`src/rtl/sys_bus_interconnect.sv`:
```
// sys_bus_interconnect
//   Routes one upstream sys-bus transaction at a time to one of N = 2**SLV_LOG2
//   slaves. The slave index is addr[SEL_LSB +: SLV_LOG2]. Unmapped slaves
//   (SLV_MASK bit clear) are answered locally with an error response.
//
//   Optional feature: define SYS_BUS_TIMEOUT_EN to add a BUSY-state timeout
//   of TMO_CYC cycles that answers with an error. Without it, BUSY waits
//   indefinitely.
//
// Ports
//   sys_clk_i, sys_rst_i      clock, synchronous active-high reset
//   sys_addr_i/wdata_i/sel_i  upstream request fields
//   sys_wen_i, sys_ren_i      upstream write / read strobes (write wins)
//   sys_rdata_o/err_o/ack_o   upstream response, valid for one cycle
//   slv_addr_o/wdata_o/sel_o  latched request fields shared by all slaves
//   slv_wen_o, slv_ren_o      per-slave one-cycle strobes
//   slv_rdata_i               slave i at [i*SYS_DW +: SYS_DW]
//   slv_err_i, slv_ack_i      per-slave response flags
module sys_bus_interconnect #(
  parameter int unsigned SYS_DW   = 32,
  parameter int unsigned SYS_AW   = 32,
  parameter int unsigned SYS_SW   = SYS_DW / 8,
  parameter int unsigned SLV_LOG2 = 3,
  localparam int unsigned N       = 2 ** SLV_LOG2,
  parameter int unsigned SEL_LSB  = 20,
  parameter logic [N-1:0] SLV_MASK = '1,
  parameter int unsigned TMO_CYC  = 16
) (
  input  logic                sys_clk_i,
  input  logic                sys_rst_i,
  input  logic [SYS_AW-1:0]   sys_addr_i,
  input  logic [SYS_DW-1:0]   sys_wdata_i,
  input  logic [SYS_SW-1:0]   sys_sel_i,
  input  logic                sys_wen_i,
  input  logic                sys_ren_i,
  output logic [SYS_DW-1:0]   sys_rdata_o,
  output logic                sys_err_o,
  output logic                sys_ack_o,
  output logic [SYS_AW-1:0]   slv_addr_o,
  output logic [SYS_DW-1:0]   slv_wdata_o,
  output logic [SYS_SW-1:0]   slv_sel_o,
  output logic [N-1:0]        slv_wen_o,
  output logic [N-1:0]        slv_ren_o,
  input  logic [N*SYS_DW-1:0] slv_rdata_i,
  input  logic [N-1:0]        slv_err_i,
  input  logic [N-1:0]        slv_ack_i
);

  if (TMO_CYC < 1) begin : g_tmo_chk
    $error("TMO_CYC must be at least 1");
  end

  typedef enum logic [1:0] {IDLE, BUSY, RESP} state_t;

  state_t              state;
  logic [SLV_LOG2-1:0] idx;
  logic                is_wr;
  logic [SLV_LOG2-1:0] req_idx;
  logic [SYS_DW-1:0]   sel_rdata;
  logic                sel_ack;
  logic                sel_err;

`ifdef SYS_BUS_TIMEOUT_EN
  localparam int unsigned CW = $clog2(TMO_CYC + 1);
  logic [CW-1:0] cnt;
`endif

  always_comb begin
    req_idx   = sys_addr_i[SEL_LSB +: SLV_LOG2];
    sel_rdata = slv_rdata_i[idx*SYS_DW +: SYS_DW];
    sel_ack   = slv_ack_i[idx];
    sel_err   = slv_err_i[idx];
  end

  always_ff @(posedge sys_clk_i) begin
    if (sys_rst_i) begin
      state       <= IDLE;
      idx         <= '0;
      is_wr       <= 1'b0;
      slv_addr_o  <= '0;
      slv_wdata_o <= '0;
      slv_sel_o   <= '0;
      slv_wen_o   <= '0;
      slv_ren_o   <= '0;
      sys_ack_o   <= 1'b0;
      sys_err_o   <= 1'b0;
      sys_rdata_o <= '0;
`ifdef SYS_BUS_TIMEOUT_EN
      cnt         <= '0;
`endif
    end else begin
      // Strobes and the upstream response are single-cycle pulses.
      slv_wen_o   <= '0;
      slv_ren_o   <= '0;
      sys_ack_o   <= 1'b0;
      sys_err_o   <= 1'b0;
      sys_rdata_o <= '0;
      case (state)
        IDLE: begin
          if (sys_wen_i || sys_ren_i) begin
            slv_addr_o  <= sys_addr_i;
            slv_wdata_o <= sys_wdata_i;
            slv_sel_o   <= sys_sel_i;
            idx         <= req_idx;
            is_wr       <= sys_wen_i;
            if (SLV_MASK[req_idx]) begin
              if (sys_wen_i) slv_wen_o[req_idx] <= 1'b1;
              else           slv_ren_o[req_idx] <= 1'b1;
              state <= BUSY;
`ifdef SYS_BUS_TIMEOUT_EN
              cnt   <= '0;
`endif
            end else begin
              sys_ack_o <= 1'b1;
              sys_err_o <= 1'b1;
              state     <= RESP;
            end
          end
        end
        BUSY: begin
          // A slave response wins over a timeout in the same cycle.
          if (sel_ack || sel_err) begin
            sys_ack_o   <= 1'b1;
            sys_err_o   <= sel_err;
            sys_rdata_o <= is_wr ? '0 : sel_rdata;
            state       <= RESP;
          end
`ifdef SYS_BUS_TIMEOUT_EN
          else if (cnt == CW'(TMO_CYC - 1)) begin
            sys_ack_o <= 1'b1;
            sys_err_o <= 1'b1;
            state     <= RESP;
          end else begin
            cnt <= cnt + 1'b1;
          end
`endif
        end
        RESP:    state <= IDLE;
        default: state <= IDLE;
      endcase
    end
  end

endmodule

```
`config.mk`:
```
export PLATFORM = sky130hd
export DESIGN_NAME = sys_bus_interconnect
export DESIGN_NICKNAME = d
export VERILOG_FILES = /design/src/rtl/sys_bus_interconnect.sv
export SDC_FILE = /design/constraint.sdc
export NUM_CORES = 1
export LEC_CHECK = 0
export BUFFER_PORTS_ARGS = -buffer_cell sky130_fd_sc_hd__buf_2
export CORE_AREA = 2 2 179 181
export DETAILED_ROUTE_END_ITERATION = 12
export DIE_AREA = 0 0 181 183
export GPL_TIMING_DRIVEN = 0
export MAX_ROUTING_LAYER = met4
export PLACE_DENSITY = 0.48
export SLEW_MARGIN = 20
export SYNTH_ARGS = -nofsm -noshare
export SYNTH_HDL_FRONTEND = slang
export SYNTH_SLANG_ARGS = --single-unit
export TNS_END_PERCENT = 50
```
`constraint.sdc`:
```
create_clock -name sys_clk_i -period 1.7 [get_ports sys_clk_i]
set_input_delay 0.34 -clock sys_clk_i [delete_from_list [all_inputs] [get_ports sys_clk_i]]
set_output_delay 0.34 -clock sys_clk_i [all_outputs]
set_load 0.005 [all_outputs]
```
==> impl_metrics.csv <==
group,metric,value,unit
yosys,synth-edff-count,0,
detailed_routing,firstDrtPassIters,4,
place,dp.cells,1430,
sta,timing.hold.ws,0.1895,ns
pwr,powerDensity,984.9,nW/um^2
clocking,cts-htree-levels,4,
place,dp_hpwl,25340,um
worst_setup_path,worst_setup_path_end_kind,"flip-flop",
detailed_routing,drt_drc_violations_left,0,
grt,grt_first_pass_wirelength,44800,um
worst_setup_path,path_class,"flip-flop to flip-flop",
yosys,synth_cell_type_count,25,
worst_setup_path,r2r-end,"sys_rdata_o[3]",
worst_setup_path,critPathMaxFanout,10,
pwr,power.static_leakage,0.004422,uW
place,gp_congestion,0.8193,
yosys,post_syn_instances,567,
grt,grtUsageTotal,18.93,%
sta,final-setup-viol-count,34,
yosys,postSynthAreaPerCell,11.11,um^2
yosys,synth.top_cells.by_area,"sky130_fd_sc_hd__dfxtp_1 (38%), sky130_fd_sc_hd__mux4_2 (24%), sky130_fd_sc_hd__nand3b_1 (8.0%)",
yosys,seq_area_frac_synth,38.47,%
yosys,netlist.top_cell.by_area,"sky130_fd_sc_hd__dfxtp_1",
sta,fmax,0.5552,GHz
detailed_routing,drt-initial-drc-count,289,
yosys,yosysMostFrequentCell,"sky130_fd_sc_hd__dfxtp_1",
pwr,netSwitchingFraction,31.11,%
floorplan,die_width,181,um
worst_setup_path,crit_path_cell_trace,"buf_6, mux4_2, mux2i_4, buf_12, buf_8, a211oi_1",
place,port-buffer-count,461,
cells_and_area,finalNonFillerCells,1480,
clocking,clock_latency_reported_for_the_late_side_of_the_worst_skew_pair,0.42,ns
sta,min_period_over_period,105.9,%
floorplan,die_area,33120,um^2
sta,grt_setup_unrepaired,"yes",
worst_setup_path,critPathLaunchType,"flip-flop",
grt,number_of_global_route_vias_before_repair,7102,
pwr,power.share.combinational,28.6,%
yosys,number_of_synthesis_warnings,0,
yosys,leading_post_synthesis_cells_by_instance_count,"sky130_fd_sc_hd__dfxtp_1 (121), sky130_fd_sc_hd__a21oi_1 (71), sky130_fd_sc_hd__o21ai_0 (69)",
clocking,cts_made_buffers,17,
sta,final_period_minus_worst_setup_slack,1.801,ns
worst_setup_path,cp_data_arrival_time,2.09,ns
worst_setup_path,worst_ep_required_time,1.99,ns
clocking,cts-root-buf,"sky130_fd_sc_hd__clkbuf_16",
pwr,ir_worst_vdd,0.4641,mV
floorplan,floorplan.initialDensity,20.16,%
floorplan,num_io_pins,462,
grt,grt_max_degree,17,
yosys,synth_fp_nets,911,
worst_setup_path,reg2regPathDepth,6,
detailed_routing,via_per_inst,4.653,
worst_hold_path,min_path_type,"input pin to flip-flop",
clocking,worst_setup_hold_path_clk_slew,0.07,ns
worst_setup_path,rr_startpoint,"slv_addr_o[20]",
sta,worst_clock_skew,0.01098,ns
sta,slew_headroom,65.91,%
pwr,clkPwrFrac,39.4,%
detailed_routing,detail-route-antenna-nets,0,
worst_setup_path,ff2ff_setup_slack,-0.10,ns
clocking,cts_tree,"yes",
grt,antenna_found_initial,11,
worst_setup_path,cp-endpoint,"sys_rdata_o[3]",
yosys,syn-cell-area,6297,um^2
cells_and_area,synthToLayoutAreaGrowth,60.46,%
pwr,power.switching,3096,uW
detailed_routing,dr_total_vias,6886,
clocking,postCtsHoldBufs,0,
grt,gr-total-overflow,0,
worst_setup_path,worst_path_max_delay_cell,"sky130_fd_sc_hd__mux4_2",
sta,timing_hold_violations_final,0,
flow_run,cap_viol_max_count,0,
pwr,intPower,6856,uW
floorplan,placeableCoreArea,31230,um^2
sta,worstMarginPinSlew,0.5114,ns
cells_and_area,post_route_cells_drive_above_1_share,58.36,%
worst_setup_path,timing.critical_path.from,"slv_addr_o[20]",
status,outcome,"complete, but fails checks",
floorplan,dieHeight,183,um
cells_and_area,num-nets-final,1402,
pwr,power.sequential.fraction,32.0,%
floorplan,rows,65,
yosys,ys_seq_elements,121,
clocking,tritoncts_num_sinks,121,
worst_setup_path,critPathMaxStageDelay,0.52,ns
sta,slew_violations,0,
detailed_routing,avgRoutedWirePerCell,21.50,um
yosys,synth-async-reset-ratio,0,%
sta,setup_ws,-0.1010,ns
clocking,clock_path_buffers,2,
detailed_routing,postRouteWirelength,31820,um
yosys,synth_top_area_share,38.47,%
status,violations,"negative setup slack",
yosys,dominantRegCellSynth,"sky130_fd_sc_hd__dfxtp_1",
[power groups by stage]
stage               clock network (uW)  logic [uW]  registers (uW)
global route                      4170        3090            3210
floorplan                            0        1400            3240
finish                            3920        2840            3190
global placement                     0        2570            3230
CTS                               4040        2830            3190
detailed placement                   0        2580            3230
[placed cells by master, fill, tap and decap left out, types with 3 or more instances in the layout]
master and n:
sky130_fd_sc_hd__clkbuf_1 30, sky130_fd_sc_hd__o21ai_0 69, sky130_fd_sc_hd__buf_8 5, sky130_fd_sc_hd__mux2i_4 4
sky130_fd_sc_hd__buf_6 13, sky130_fd_sc_hd__clkbuf_16 18, sky130_fd_sc_hd__inv_1 3, sky130_fd_sc_hd__nand3b_1 67
sky130_fd_sc_hd__mux4_2 68, sky130_fd_sc_hd__a211oi_1 29, sky130_fd_sc_hd__bufinv_16 3, sky130_fd_sc_hd__buf_4 11
sky130_fd_sc_hd__buf_2 463, sky130_fd_sc_hd__a211oi_2 3, sky130_fd_sc_hd__buf_1 5, sky130_fd_sc_hd__a21oi_1 69
sky130_fd_sc_hd__mux2i_1 29, sky130_fd_sc_hd__clkbuf_2 7, sky130_fd_sc_hd__dfxtp_1 118, sky130_fd_sc_hd__buf_12 5
sky130_fd_sc_hd__nor2_1 7, sky130_fd_sc_hd__diode_2 7, sky130_fd_sc_hd__clkinv_4 4, sky130_fd_sc_hd__inv_6 5
sky130_fd_sc_hd__nor3_1 9
[cell type report]
cell class	instances	area, um^2
Multi-Input combinational cell	374	3588
Clock inverter	15	190.2
Tap cell	402	503.0
Antenna cell	7	17.52
Fill cell	3343	21130
Timing Repair Buffer	475	2494
Clock buffer	17	425.4
Sequential cell	121	2429
Buffer	66	446.7
Inverter	3	11.26
[how the worst min path moves through the flow]
stage / endpoint / slack, ns / start / cells after the start
finish: slv_addr_o[8] / 0.19 / sys_addr_i[8] / 3
global route: slv_wdata_o[15] / 0.17 / sys_wdata_i[15] / 3
CTS: slv_addr_o[25] / 0.16 / sys_addr_i[25] / 3
detailed placement: slv_addr_o[27] / 0.46 / slv_addr_o[27] / 2
global placement: slv_addr_o[29] / 0.46 / slv_addr_o[29] / 2
floorplan: slv_wen_o[0] / 0.42 / sys_addr_i[21] / 1
[state kept, by name, indices dropped and copies added (netlist names)]
name / count
slv_ren_o: 8
sys_err_o: 1
slv_addr_o: 32
slv_wen_o: 8
state: 2
sys_ack_o: 1
sys_rdata_o: 32
slv_sel_o: 4
slv_wdata_o: 32
is_wr: 1
[what timing repair did]
item,4_1_cts,5_1_grt
pin swaps,0,0
cloned,1,1
setup endpoints to repair,121,110
resized for setup,54,15
setup buffers,12,0
[metrics by stage]
stage	area, um^2	util [%]	total power, uW	setup WS, ns	setup TNS, ns
after floorplan	6297	-	4638	0.03675	0
final	10100	32.36	9952	-0.1010	-2.456
after CTS	10030	32.13	10060	-0.07119	-1.477
after global placement	9107	29.16	5804	-0.6419	-34.83
after global routing	10100	32.36	10470	-0.1517	-4.265
after detailed placement	9107	29.16	5816	-0.6524	-36.83
[worst max-delay path: cells and delay by family, from the launching register on]
| family | cells | cell delay, ns |
|---|---|---|
| buffers and inverters | 3 | 0.45 |
| muxes | 2 | 0.72 |
| DFF | 1 | 0.42 |
| AOI/OAI and AO/OA | 1 | 0.07 |
[kinds of logic after synthesis]
group	after synthesis	share of synthesized area, %
compound gates	173	15.08
flops	121	38.47
mux	102	30.12
buf+inv	72	5.702
simple gates	99	10.63
[routing by layer]
layer / wire (um) / track usage [%] / share of wire, %
met3: 2430 / 5.064 / 7.6
met1: 12900 / 22.30 / 41
met5: 0 / - / 0
met2: 15970 / 31.42 / 50
met4: 520 / 6.341 / 1.6
Power figures use the tool's default switching activity.
